<file path="config.mk">
export PLATFORM = sky130hd
export DESIGN_NAME = sm_addsub_serial
export DESIGN_NICKNAME = d
export VERILOG_FILES = /design/src/rtl/sm_addsub_serial_pkg.sv /design/src/rtl/sm_addsub_serial_full_adder.sv /design/src/rtl/sm_addsub_serial.sv
export SDC_FILE = /design/constraint.sdc
export NUM_CORES = 1
export LEC_CHECK = 0
export BUFFER_PORTS_ARGS = -buffer_cell sky130_fd_sc_hd__buf_4
export CORE_ASPECT_RATIO = 0.75
export CORE_MARGIN = 10
export CORE_UTILIZATION = 45
export DETAILED_ROUTE_END_ITERATION = 8
export GPL_ROUTABILITY_DRIVEN = 0
export SYNTH_ARGS = -nofsm -noshare
export SYNTH_HDL_FRONTEND = slang
export SYNTH_HIERARCHICAL = 1
export SYNTH_SLANG_ARGS = --single-unit
</file>
<file path="constraint.sdc">
create_clock -name clk -period 2.1 [get_ports clk]
set_clock_uncertainty 0.05 [all_clocks]
set_input_delay 0.315 -clock clk [delete_from_list [all_inputs] [get_ports clk]]
set_output_delay 0.315 -clock clk [all_outputs]
set_load 0.01 [all_outputs]
</file>
<file path="src/rtl/sm_addsub_serial_pkg.sv">
// Shared constants and types for the serial
// sign-magnitude add/subtract unit.
package sm_pkg;

  localparam int W_DEF = 4;

  // Counter width for a W-step serial loop
  function automatic int cnt_w(input int w);
    return (w > 1) ? $clog2(w) : 1;
  endfunction

  localparam int CNT_W = cnt_w(W_DEF);

  typedef enum logic [1:0] {
    IDLE,
    ALIGN,
    EXEC,
    DONE
  } state_t;

endpackage

</file>
<file path="src/rtl/sm_addsub_serial_full_adder.sv">
// 1-bit full adder cell, reused by the serial
// datapath once per EXEC cycle.
module full_adder (
  input  logic a,
  input  logic b,
  input  logic cin,
  output logic s,
  output logic cout
);

  // Plain sum and majority carry
  always_comb begin
    s    = a ^ b ^ cin;
    cout = (a & b) | (a & cin) | (b & cin);
  end

endmodule

</file>
<file path="src/rtl/sm_addsub_serial.sv">
// Bit-serial sign-magnitude adder/subtractor.
// Larger magnitude goes to X, one bit per cycle.
module sm_addsub_serial
  import sm_pkg::*;
#(
  parameter int W = W_DEF
) (
  input  logic         clk,
  input  logic         rst,
  input  logic         in_valid,
  output logic         in_ready,
  input  logic         a_sign,
  input  logic [W-1:0] a_mag,
  input  logic         b_sign,
  input  logic [W-1:0] b_mag,
  input  logic         op,
  output logic         out_valid,
  input  logic         out_ready,
  output logic         res_sign,
  output logic [W-1:0] res_mag,
  output logic         overflow
);

  localparam int CW = cnt_w(W);
  localparam logic [CW-1:0] LAST = CW'(W - 1);

  state_t r_state;
  state_t w_next;

  logic [CW-1:0] r_cnt;
  logic          r_carry;
  logic          r_eff_sub;
  logic          r_a_sign;
  logic          r_b_sign;
  logic [W-1:0]  r_a_mag;
  logic [W-1:0]  r_b_mag;
  logic [W-1:0]  r_x;
  logic [W-1:0]  r_y;
  logic          r_sign;
  logic [W-1:0]  r_res_mag;
  logic          r_ovf;

  logic          w_accept;
  logic          w_a_sign;
  logic          w_b_sign;
  logic          w_swap;
  logic          w_last;
  logic          w_yb;
  logic          w_s;
  logic          w_c;
  logic [W-1:0]  w_shift;

  // Negative zero folds to +0 before the op flip
  always_comb begin
    w_a_sign = a_sign & (|a_mag);
    w_b_sign = (b_sign & (|b_mag)) ^ op;
    w_accept = in_valid & in_ready;
    w_swap   = r_eff_sub & (r_b_mag > r_a_mag);
    w_last   = (r_cnt == LAST);
    w_yb     = r_eff_sub ? ~r_y[0] : r_y[0];
    w_shift  = {w_s, r_res_mag[W-1:1]};
  end

  full_adder u_fa (
    .a    (r_x[0]),
    .b    (w_yb),
    .cin  (r_carry),
    .s    (w_s),
    .cout (w_c)
  );

  // State register
  always_ff @(posedge clk or posedge rst) begin
    if (rst) r_state <= IDLE;
    else     r_state <= w_next;
  end

  // Next state and handshake outputs
  always_comb begin
    w_next    = r_state;
    in_ready  = 1'b0;
    out_valid = 1'b0;
    unique case (r_state)
      IDLE: begin
        in_ready = 1'b1;
        if (in_valid) w_next = ALIGN;
      end
      ALIGN: w_next = EXEC;
      EXEC: begin
        if (w_last) w_next = DONE;
      end
      DONE: begin
        out_valid = 1'b1;
        if (out_ready) w_next = IDLE;
      end
      default: w_next = IDLE;
    endcase
  end

  // Operand capture, swap and serial datapath
  always_ff @(posedge clk or posedge rst) begin
    if (rst) begin
      r_cnt     <= '0;
      r_carry   <= 1'b0;
      r_eff_sub <= 1'b0;
      r_a_sign  <= 1'b0;
      r_b_sign  <= 1'b0;
      r_a_mag   <= '0;
      r_b_mag   <= '0;
      r_x       <= '0;
      r_y       <= '0;
      r_sign    <= 1'b0;
      r_res_mag <= '0;
      r_ovf     <= 1'b0;
    end else begin
      unique case (r_state)
        IDLE: begin
          if (w_accept) begin
            r_a_sign  <= w_a_sign;
            r_b_sign  <= w_b_sign;
            r_a_mag   <= a_mag;
            r_b_mag   <= b_mag;
            r_eff_sub <= w_a_sign ^ w_b_sign;
          end
        end
        ALIGN: begin
          r_x     <= w_swap ? r_b_mag : r_a_mag;
          r_y     <= w_swap ? r_a_mag : r_b_mag;
          r_sign  <= w_swap ? r_b_sign : r_a_sign;
          r_carry <= r_eff_sub;
          r_cnt   <= '0;
          r_ovf   <= 1'b0;
        end
        EXEC: begin
          r_res_mag <= w_shift;
          r_x       <= r_x >> 1;
          r_y       <= r_y >> 1;
          r_carry   <= w_c;
          r_cnt     <= r_cnt + 1'b1;
          if (w_last) begin
            r_cnt <= '0;
            r_ovf <= ~r_eff_sub & w_c;
            if (w_shift == '0) r_sign <= 1'b0;
          end
        end
        DONE: ;
        default: ;
      endcase
    end
  end

  always_comb begin
    res_sign = r_sign;
    res_mag  = r_res_mag;
    overflow = r_ovf;
  end

endmodule

</file>
==> out/metrics.csv, run 1 <==
stage;metric;value;unit
timing;Final Critical Period;1.961;ns
floorplan;Die Wd;91.11;um
layout;Layout Utilization;55.50;%
worst_setup_path;kind of critical path;reg2reg;
synthesis;Unique masters post-synth;34;
floorplan;die height;73.34;um
synthesis;Synth Cell Area;1707;um2
layout;layout net count;210;
routing;DRT met1 WL;1.834;mm
routing;metal3 WL;181;um
floorplan;I/O pin count;23;
global_routing;vias in the first global route;1284;
routing;via count;1268;
synthesis;register area share after synthesis;43.99;%
flow_run;max_cap viols;0;
synthesis;Syn Inst Count;160;
timing;RSZ-0062 raised after global routing;no;
floorplan;Die Area;6682;um2
clock_network;CTS Buf Count;5;
synthesis;Synth area leaders;dfrtp_1 44%, mux2_2 9.2%, ha_1 6.6%;
floorplan;row count;19;
layout;area delta synth->final;19.06;%
global_routing;total gr overflow;0;
synthesis;Seq cells post-synth;30;
global_routing;global-route wire length before repair;6.189;mm
min_path;worst min path class;in2async;
timing;Max-Slew Margin vs Limit;62.13;%
floorplan;Initial Util;46.62;%
timing;Fmax;509.9;MHz
routing;Top Layer Used;met4;
timing;share of the clock period used by the worst path;93.40;%
worst_setup_path;worst-path fanout max;9;
clock_network;Clock Root Buffer;clkbuf_8;
clock_network;Sink Count;30;
routing;final wirelength;3.621;mm
routing;mean number of vias per cell;5.328;
synthesis;Synth area leader;dfrtp_1;
synthesis;Synth Warn #;6;
routing;Detail Route met2 WL;1.562;mm
global_routing;initial antenna violation count;0;
routing;DRC violations left;0;
floorplan;core area;3661;um2
power_and_ir_drop;Design Power;0.003618;W
timing;Slew Limit Fails;0;
routing;Initial DRC Count;78;
clock_network;H-tree depth;2;
clock_network;CTS clock-pin slew for the worst setup and hold paths;0.06;ns
worst_setup_path;Setup crit end kind;flop;
placement;Post-DP HPWL;2.763;mm
worst_setup_path;Worst EP arrival;2.05;ns
timing;final setup fails;0;
timing;setup TNS;0;ns
routing;wire per inst;15.21;um
run_status;status;finished, final reports clean;
clock_network;TritonCTS clock tree;yes;
synthesis;Synth top area share;43.99;%
worst_setup_path;Worst Path Required;2.19;ns
global_routing;pin count of the biggest net entering global routing;31;
power_and_ir_drop;peak supply drop;858.0;uV
synthesis;Syn Nets;185;
worst_setup_path;Worst Setup Start Kind;flop;
layout;layout cell share with drive strength beyond 1;33.87;%
clock_network;Clock Tree Buf Depth;2;
global_routing;Tot GR Track Use;11.65;%
timing;Final Hold Vio Count;0;
routing;drt pass-1 iters;4;
placement;IO Port Bufs;22;
routing;post-route ant nets;0;
power_and_ir_drop;Pwr Density;1780;nW/um2
power_and_ir_drop;Leak;0.9290;nW
layout;antenna fix cells;0;
clock_network;post-CTS setup buffers;0;
timing;worst-margin pin slew;0.5607;ns
clock_network;clk_lat worst skew;0.28;ns
synthesis;Syn Area/Cell;10.67;um2
==> metal layers <==
layer	up-vias	global-route usage, %
li1	623	-
met1	603	15.32
met2	37	17.35
met3	5	3.764
met4	0	4.679
met5	-	0
==> flip-flops by register name, indices dropped and copies added (netlist names) <==
signal	count
overflow	1
r_a_mag	4
r_a_sign	1
r_b_mag	4
r_b_sign	1
r_carry	1
r_cnt	2
r_eff_sub	1
r_state	2
r_x	4
r_y	4
res_mag	4
res_sign	1
==> worst max-delay path, cell delays in order, from the launching register on <==
cell and delay (ns):
dfrtp_1 0.39, inv_1 0.06, ha_1 0.30, nor2b_1 0.14
o211a_1 0.24, o21a_1 0.47, o221ai_2 0.16
==> cells in the mapped netlist <==
master     count
o221ai_1       1
o21ai_0       11
nand2_1       27
a21o_1         1
o41ai_1        1
xor2_1         2
dfrtp_1       30
buf_6          2
nor2_1         3
o221ai_2       2
o41ai_2        1
o211a_1        1
xnor2_1        1
clkbuf_2       1
inv_1         14
ha_1           9
a41oi_2        1
clkbuf_1       2
buf_2          4
buf_1          1
fa_1           1
mux2i_1        1
o21ai_1        1
a21oi_1        1
nand3b_1       3
o2111ai_1      9
o21a_1         1
nand3_1        1
o211ai_2       7
nor4b_1        1
o31ai_1        1
nor2b_1        3
nand2b_1       1
mux2_2        14
==> layout make-up <==
cell class / count / area [um2]
clock buffers: 6 / 82.58
clock inverters: 2 / 12.51
fillers: 329 / 1629
inverters: 14 / 52.55
multi-input cells: 106 / 858.3
flip-flops and latches: 30 / 750.7
well taps: 52 / 65.06
repair buffers: 28 / 210.2
==> where the power goes <==
group / total, W / switching, W / leakage [nW] / internal (W)
combinational: 0.00201 / 0.00110 / 0.518 / 0.000906
clock: 0.000483 / 0.000220 / 0.0472 / 0.000263
sequential: 0.00112 / 0.000244 / 0.364 / 0.000880
==> layout by cell type (no fill, tap or decap), types with 2 or more instances in the layout <==
master	count
mux2_2	14
nand2_1	27
nand3b_1	3
o2111ai_1	9
clkbuf_8	6
o211ai_2	7
nor2_1	3
o21ai_0	11
inv_1	14
o221ai_2	2
ha_1	9
nor2b_1	3
buf_4	28
dfrtp_1	30
==> metrics by stage <==
stage	cells	area [um2]	setup WS (ns)	hold slack (ns)
after global routing	238	2032	0.02772	0.09027
final	238	2032	0.1386	0.06143
after global placement	230	1923	0.2195	0.3681
after floorplan	160	1707	0.3586	0.3558
after detailed placement	230	1923	0.1747	0.3757
after CTS	238	2018	0.1513	0.06864
==> timing repair <==
action / CTS / global route
hold buffers: 0 / 0
gates resized for setup: 0 / 2
endpoints found under the setup margin: 0 / 1
==> cell families after synthesis <==
logic type | after synthesis | share of synthesized area [%]
AND/OR/NAND/NOR | 39 | 10.19
XOR/XNOR | 3 | 1.540
AO/OA/AOI/OAI | 39 | 20.16
multiplexers | 15 | 9.824
adder cells (fa/ha/maj) | 10 | 7.771
flip-flops | 30 | 43.99
buffers and inverters | 24 | 6.525
==> worst paths after layout <==
| check | startpoint | end | slack, ns | cells past startpoint |
|---|---|---|---|---|
| min reg2reg | r_a_sign$_DFFE_PP0P_ | r_a_sign$_DFFE_PP0P_ | 0.44 | 2 |
| min in group clk | a_mag[0] | r_a_mag[0]$_DFFE_PP0P_ | 0.23 | 2 |
| min | rst | r_b_sign$_DFFE_PP0P_ | 0.06 | 3 |
| max | r_a_mag[1]$_DFFE_PP0P_ | r_y[3]$_DFFE_PP0P_ | 0.14 | 6 |
| max in group asynchronous | rst | r_state[1]$_DFFE_PP0P_ | 1.65 | 3 |
| max reg2reg | r_a_mag[1]$_DFFE_PP0P_ | r_y[3]$_DFFE_PP0P_ | 0.14 | 6 |
(Power assumes the default switching activity.)
==> run 2, diff against run 1 <==
CELL_PAD_IN_SITES_DETAIL_PLACEMENT = 1   (was unset)
CELL_PAD_IN_SITES_GLOBAL_PLACEMENT = 1   (was unset)
CORE_UTILIZATION = 44   (was 45)
PLACE_DENSITY_LB_ADDON = 0.1   (was unset)
==> run 2 against run 1 <==
First-iteration DRC count increased by 17%. Critical path depth unchanged. Combinational power about the same. Final cell count increased by 0.42%. Clock-buffer cell count decreased by 1. Critical path type unchanged. Largest cell class unchanged. Largest power group unchanged.
==> out/metrics.csv, run 2 (synthesized netlist as in run 1, its figures left out) <==
stage;metric;value;unit
run_status;status;finished, final reports clean;
global_routing;initial antenna violation count;0;
placement;IO Port Bufs;22;
timing;Max-Slew Margin vs Limit;57.48;%
power_and_ir_drop;Pwr Density;1834;nW/um2
layout;layout net count;211;
floorplan;Die Area;6796;um2
worst_setup_path;setup slack, reg-to-reg;0.13;ns
timing;Final Hold Vio Count;0;
routing;mean number of vias per cell;5.272;
floorplan;row count;19;
routing;via count;1260;
worst_setup_path;Setup crit end kind;flop;
timing;setup TNS;0;ns
timing;RSZ-0062 raised after global routing;no;
timing;worst-margin pin slew;0.6296;ns
clock_network;Clock Root Buffer;clkbuf_8;
timing;PnR worst setup slack;0.1320;ns
floorplan;core area;3709;um2
flow_run;max_cap viols;0;
timing;Final Critical Period;1.968;ns
routing;drt pass-1 iters;4;
worst_setup_path;R2R Path End;res_sign$_DFFE_PP0P_;
floorplan;I/O pin count;23;
worst_setup_path;Worst Setup Start Kind;flop;
power_and_ir_drop;Design Power;0.003741;W
routing;DRC violations left;0;
clock_network;TritonCTS clock tree;yes;
power_and_ir_drop;Comb power frac;54.5;%
timing;final setup fails;0;
clock_network;cts hold-fix bufs;0;
routing;final wirelength;3.967;mm
power_and_ir_drop;Seq pwr share;30.2;%
timing;hold slack final;0.06488;ns
clock_network;CTS Buf Count;5;
clock_network;cts repair resizes;0;
timing;Slew Limit Fails;0;
clock_network;H-tree depth;2;
floorplan;Initial Util;46.02;%
power_and_ir_drop;Clk pwr share;15.3;%
clock_network;Sink Count;30;
placement;Post-DP HPWL;3.051;mm
routing;post-route ant nets;0;
clock_network;post-CTS setup buffers;0;
worst_setup_path;kind of critical path;reg2reg;
power_and_ir_drop;P_sw;0.001598;W
worst_setup_path;reg2reg start;r_eff_sub$_DFFE_PP0P_;
layout;layout cell share with drive strength beyond 1;33.16;%
layout;most common cell after layout, fill and taps aside;dfrtp_1;
power_and_ir_drop;switching share of total power;42.72;%
power_and_ir_drop;Leak;0.9433;nW
global_routing;total gr overflow;0;
placement;Place WS;0.1670;ns
floorplan;die height;73.94;um
global_routing;global-route wire length before repair;6.775;mm
floorplan;Die Wd;91.92;um
clock_network;clk_lat worst skew;0.28;ns
clock_network;Clock Tree Buf Depth;2;
layout;antenna fix cells;0;
timing;Fmax;508.1;MHz
layout;area delta synth->final;19.50;%
worst_setup_path;r2r worst-path depth;6;
global_routing;vias in the first global route;1310;
power_and_ir_drop;internal power;0.002143;W
power_and_ir_drop;peak supply drop;861.2;uV
clock_network;CTS clock-pin slew for the worst setup and hold paths;0.07;ns
layout;most frequent cells in the layout;30 x dfrtp_1, 29 x buf_4, 27 x nand2_1, 14 x inv_1, 14 x mux2_2;
worst_setup_path;Worst Path Required;2.20;ns
worst_setup_path;Worst EP arrival;2.07;ns
global_routing;pin count of the biggest net entering global routing;31;
min_path;worst min path class;in2async;
timing;share of the clock period used by the worst path;93.72;%
global_routing;Tot GR Track Use;12.57;%
routing;Initial DRC Count;91;
routing;wire per inst;16.60;um
worst_setup_path;worst-path fanout max;5;
-- run 2: cell types whose count changed in the layout (fill, tap and decap cells not counted), sizes merged --
| cell | change |
|---|---|
| buf | +1 |
| bufinv | +1 |
| clkinv | +1 |
| clkinvlp | -1 |
| clkbuf | -1 |
-- run 2: stage by stage --
step / utilization (%) / cell area, um2 / std cells
floorplan: - / 1707 / 160
global placement: 52.06 / 1931 / 231
detailed placement: 52.06 / 1931 / 231
CTS: 54.99 / 2039 / 239
global route: 54.99 / 2039 / 239
finish: 54.99 / 2039 / 239
-- run 2: how the worst max path moves through the flow --
stage | from | to | slack [ns] | cells after the start
5_1_grt | r_eff_sub$_DFFE_PP0P_ | res_sign$_DFFE_PP0P_ | 0.04 | 6
6_report | r_eff_sub$_DFFE_PP0P_ | res_sign$_DFFE_PP0P_ | 0.13 | 6
2_1_floorplan | r_a_mag[1]$_DFFE_PP0P_ | r_x[0]$_DFFE_PP0P_ | 0.36 | 8
3_5_place_dp | r_eff_sub$_DFFE_PP0P_ | res_sign$_DFFE_PP0P_ | 0.17 | 6
4_1_cts | r_eff_sub$_DFFE_PP0P_ | res_sign$_DFFE_PP0P_ | 0.14 | 6
3_3_place_gp | r_eff_sub$_DFFE_PP0P_ | res_sign$_DFFE_PP0P_ | 0.19 | 6
-- run 2: critical path: stages, from the launching register on --
cell and delay (ns):
dfrtp_1 0.46, xor2_1 0.23, fa_1 0.47, nor4b_1 0.27
nand3b_1 0.16, nand3b_1 0.13, o211ai_2 0.08
-- run 2: area by class of cell --
type / instances / area, um2
sequential: 30 / 750.7
inverter: 14 / 52.55
clock buffer: 5 / 68.82
multi-input combinational: 106 / 844.6
tap: 52 / 65.06
clock inverter: 3 / 40.04
fill: 425 / 1669
timing repair buffer: 29 / 217.7
-- run 2: power by group through the flow --
stage | combinational [W] | clock (W) | sequential, W
finish | 0.00204 | 0.000572 | 0.00113
global route | 0.00229 | 0.000612 | 0.00117
CTS | 0.00206 | 0.000584 | 0.00113
detailed placement | 0.00204 | 0 | 0.00114
global placement | 0.00198 | 0 | 0.00111
floorplan | 0.00154 | 0 | 0.00108
-- run 2: routing by layer --
| metal | up-vias | GRT usage, % | routed length [um] |
|---|---|---|---|
| li1 | 617 | - | - |
| met5 | - | 0 | 0 |
| met3 | 5 | 4.020 | 180 |
| met2 | 20 | 18.44 | 1766 |
| met4 | 0 | 4.096 | 34 |
| met1 | 618 | 17.19 | 1986 |
==> run 3, diff against run 2 <==
CORE_UTILIZATION = 35   (was 44)
SYNTH_HIERARCHICAL = unset   (was 1)
==> run 3 against run 2 <==
The flow now finishes with violations (hold timing). Setup slack gained 0.013 ns. Synthesized area grew 0.22%. Largest cell class unchanged. Clock-buffer cell count grew 1. Hold slack lost 0.067 ns. Highest routed layer unchanged. Clock power shrank 20%. Global-route usage shrank 1.8 points. Critical path depth grew 1. Sequential share of layout area grew 0.27 points. First-iteration DRC count shrank 52%. Critical path type unchanged.
==> out/metrics.csv, run 3 <==
stage;metric;value;unit
timing;RSZ-0062 raised after global routing;no;
floorplan;core area;4598;um2
placement;Post-DP HPWL;3.265;mm
worst_setup_path;kind of critical path;reg2reg;
routing;post-route ant nets;0;
worst_setup_path;setup slack, reg-to-reg;0.14;ns
timing;setup TNS;0;ns
synthesis;fraction of registers with async set/reset;100.0;%
floorplan;Die Area;8112;um2
global_routing;vias in the first global route;1433;
power_and_ir_drop;Seq pwr share;31.0;%
worst_setup_path;CP delay by family, top;compound AO/OA/AOI/OAI gates;
floorplan;row count;21;
clock_network;H-tree depth;2;
global_routing;Tot GR Track Use;10.75;%
worst_setup_path;Worst Setup Start Kind;flop;
global_routing;pin count of the biggest net entering global routing;21;
power_and_ir_drop;Clk pwr share;12.6;%
synthesis;Post-synth top flop;dfrtp_1;
power_and_ir_drop;Leak;0.9430;nW
synthesis;Commonest cells post-synth;30 x dfrtp_1, 27 x nand2_1, 16 x inv_1;
worst_setup_path;R2R Path End;r_x[0]$_DFFE_PP0P_;
floorplan;Initial Util;37.20;%
placement;IO Port Bufs;22;
flow_run;max_cap viols;0;
synthesis;Synth Warn #;0;
run_status;status;finished with violations;
timing;final setup fails;0;
run_status;failing checks;hold timing;
layout;antenna fix cells;0;
timing;Max-Slew Margin vs Limit;62.68;%
timing;Slew Limit Fails;0;
floorplan;Die Wd;100.7;um
layout;layout net count;213;
min_path;worst min path class;in2async;
layout;most frequent cells in the layout;30 x dfrtp_1, 29 x buf_4, 27 x nand2_1, 16 x inv_1, 14 x mux2_2;
worst_setup_path;Worst Path Required;2.24;ns
timing;Final Hold Vio Count;7;
global_routing;initial antenna violation count;0;
power_and_ir_drop;internal power;0.002031;W
synthesis;Synth area leaders;dfrtp_1 44%, mux2_2 9.2%, ha_1 6.6%;
floorplan;die height;80.54;um
routing;via count;1289;
clock_network;post-CTS setup buffers;0;
synthesis;register area share after synthesis;43.89;%
routing;mean number of vias per cell;5.283;
clock_network;clk_lat worst skew;0.27;ns
routing;Initial DRC Count;44;
routing;DRC violations left;0;
timing;worst-margin pin slew;0.5585;ns
worst_setup_path;Crit path depth;7;
clock_network;Clock Root Buffer;clkbuf_8;
floorplan;I/O pin count;23;
layout;Layout Utilization;44.03;%
power_and_ir_drop;Pwr Density;1791;nW/um2
timing;hold slack final;-0.002165;ns
clock_network;CTS Buf Count;5;
layout;layout cell share with drive strength beyond 1;32.09;%
routing;drt pass-1 iters;4;
worst_setup_path;CP max stage delay;0.39;ns
power_and_ir_drop;peak supply drop;606.1;uV
synthesis;Syn Nets;187;
routing;wire per inst;16.95;um
synthesis;Syn Inst Count;162;
timing;Fmax;511.4;MHz
worst_setup_path;Worst EP arrival;2.10;ns
routing;final wirelength;4.137;mm
synthesis;Synth area leader;dfrtp_1;
synthesis;Synth top area share;43.89;%
clock_network;CTS clock-pin slew for the worst setup and hold paths;0.06;ns
power_and_ir_drop;P_sw;0.001594;W
placement;Place WS;0.1664;ns
worst_setup_path;CP cell instances;inv_1 -> ha_1 -> nor2b_1 -> o211a_1 -> o21a_1 -> buf_4 -> o211ai_2;
clock_network;Clock Tree Buf Depth;2;
power_and_ir_drop;Design Power;0.003625;W
worst_setup_path;Critical path origin;r_a_mag[1]$_DFFE_PP0P_;
synthesis;cell with the most instances after synthesis;dfrtp_1;
clock_network;cts hold-fix bufs;0;
synthesis;Seq cells post-synth;30;
synthesis;Post-synth EDFFs;0;
synthesis;Syn Area/Cell;10.56;um2
layout;most common cell after layout, fill and taps aside;dfrtp_1;
worst_setup_path;r2r worst-path depth;7;
power_and_ir_drop;switching share of total power;43.98;%
worst_setup_path;reg2reg start;r_a_mag[1]$_DFFE_PP0P_;
worst_setup_path;Setup crit end kind;flop;
global_routing;total gr overflow;0;
timing;share of the clock period used by the worst path;93.11;%
global_routing;global-route wire length before repair;6.989;mm
synthesis;Synth Cell Area;1710;um2
clock_network;cts repair resizes;0;
worst_setup_path;Max stage delay cell, worst path;dfrtp_1;
timing;Final Critical Period;1.955;ns
worst_setup_path;worst-path fanout max;10;
power_and_ir_drop;Comb power frac;56.4;%
clock_network;Sink Count;30;
synthesis;Unique masters post-synth;33;
worst_setup_path;WP buf/inv;2;
timing;PnR worst setup slack;0.1446;ns
clock_network;TritonCTS clock tree;yes;
layout;area delta synth->final;18.36;%
## run 3: changes by cell type after synthesis
cell,previous run,this run
a22o_1,0,1
a21oi_1,1,0
xnor2_1,1,2
clkbuf_1,2,3
xor2_1,2,1
o211ai_1,0,1
inv_1,14,16
clkbuf_2,1,0
nand3b_1,3,1
nand3_1,1,2
nor2_1,3,4
o31ai_1,1,0
## run 3: layout make-up
cell class	instances	area [um2]
timing repair buffer	29	217.7
inverter	16	60.06
clock buffer	6	82.58
tap	57	71.32
fill	507	2574
sequential	30	750.7
multi-input combinational	106	842.1
## run 3: how the worst max path moves through the flow
stage | to | slack, ns
after detailed placement | r_x[0]$_DFFE_PP0P_ | 0.17
final | r_x[0]$_DFFE_PP0P_ | 0.14
after CTS | r_y[3]$_DFFE_PP0P_ | 0.16
after global routing | r_x[0]$_DFFE_PP0P_ | 0.06
after floorplan | r_x[0]$_DFFE_PP0P_ | 0.36
after global placement | r_x[2]$_DFFE_PP0P_ | 0.27
## run 3: logic make-up (layout without fill, tap and decap cells)
family | after synthesis | count (layout) | share of synthesized area (%)
compound gates | 39 | 39 | 20.34
xor+xnor | 3 | 3 | 1.536
fa+ha+maj | 10 | 10 | 7.754
buf+inv | 26 | 51 | 6.876
flops | 30 | 30 | 43.89
mux | 15 | 15 | 9.802
simple gates | 39 | 39 | 9.803
## run 3: metrics by stage
step	cells	cell area (um2)	hold slack, ns
2_1_floorplan	162	1710	0.3558
5_1_grt	244	2024	0.01257
3_5_place_dp	238	1942	0.2985
4_1_cts	244	2024	0.003518
3_3_place_gp	238	1942	0.2793
6_report	244	2024	-0.002165
## run 3: worst reg2reg max path, stage by stage, from the launching register on
cell,delay [ns]
dfrtp_1,0.39
inv_1,0.06
ha_1,0.32
nor2b_1,0.14
o211a_1,0.32
o21a_1,0.23
buf_4,0.18
o211ai_2,0.18
## run 3: power groups by stage
stage / sequential (W) / combinational, W / clock [W]
after floorplan: 0.00107 / 0.00155 / 0
after global placement: 0.00112 / 0.00198 / 0
after detailed placement: 0.00113 / 0.00207 / 0
after CTS: 0.00112 / 0.00208 / 0.000478
after global routing: 0.00117 / 0.00231 / 0.000505
final: 0.00112 / 0.00205 / 0.000455
## run 3: routing by layer
layer	up-vias	part of all wire (%)	track usage (%)
met5	-	0	0
met4	0	0.46	3.380
met3	2	2.5	3.422
met2	13	48	17.01
met1	651	49	13.57
li1	623	-	-
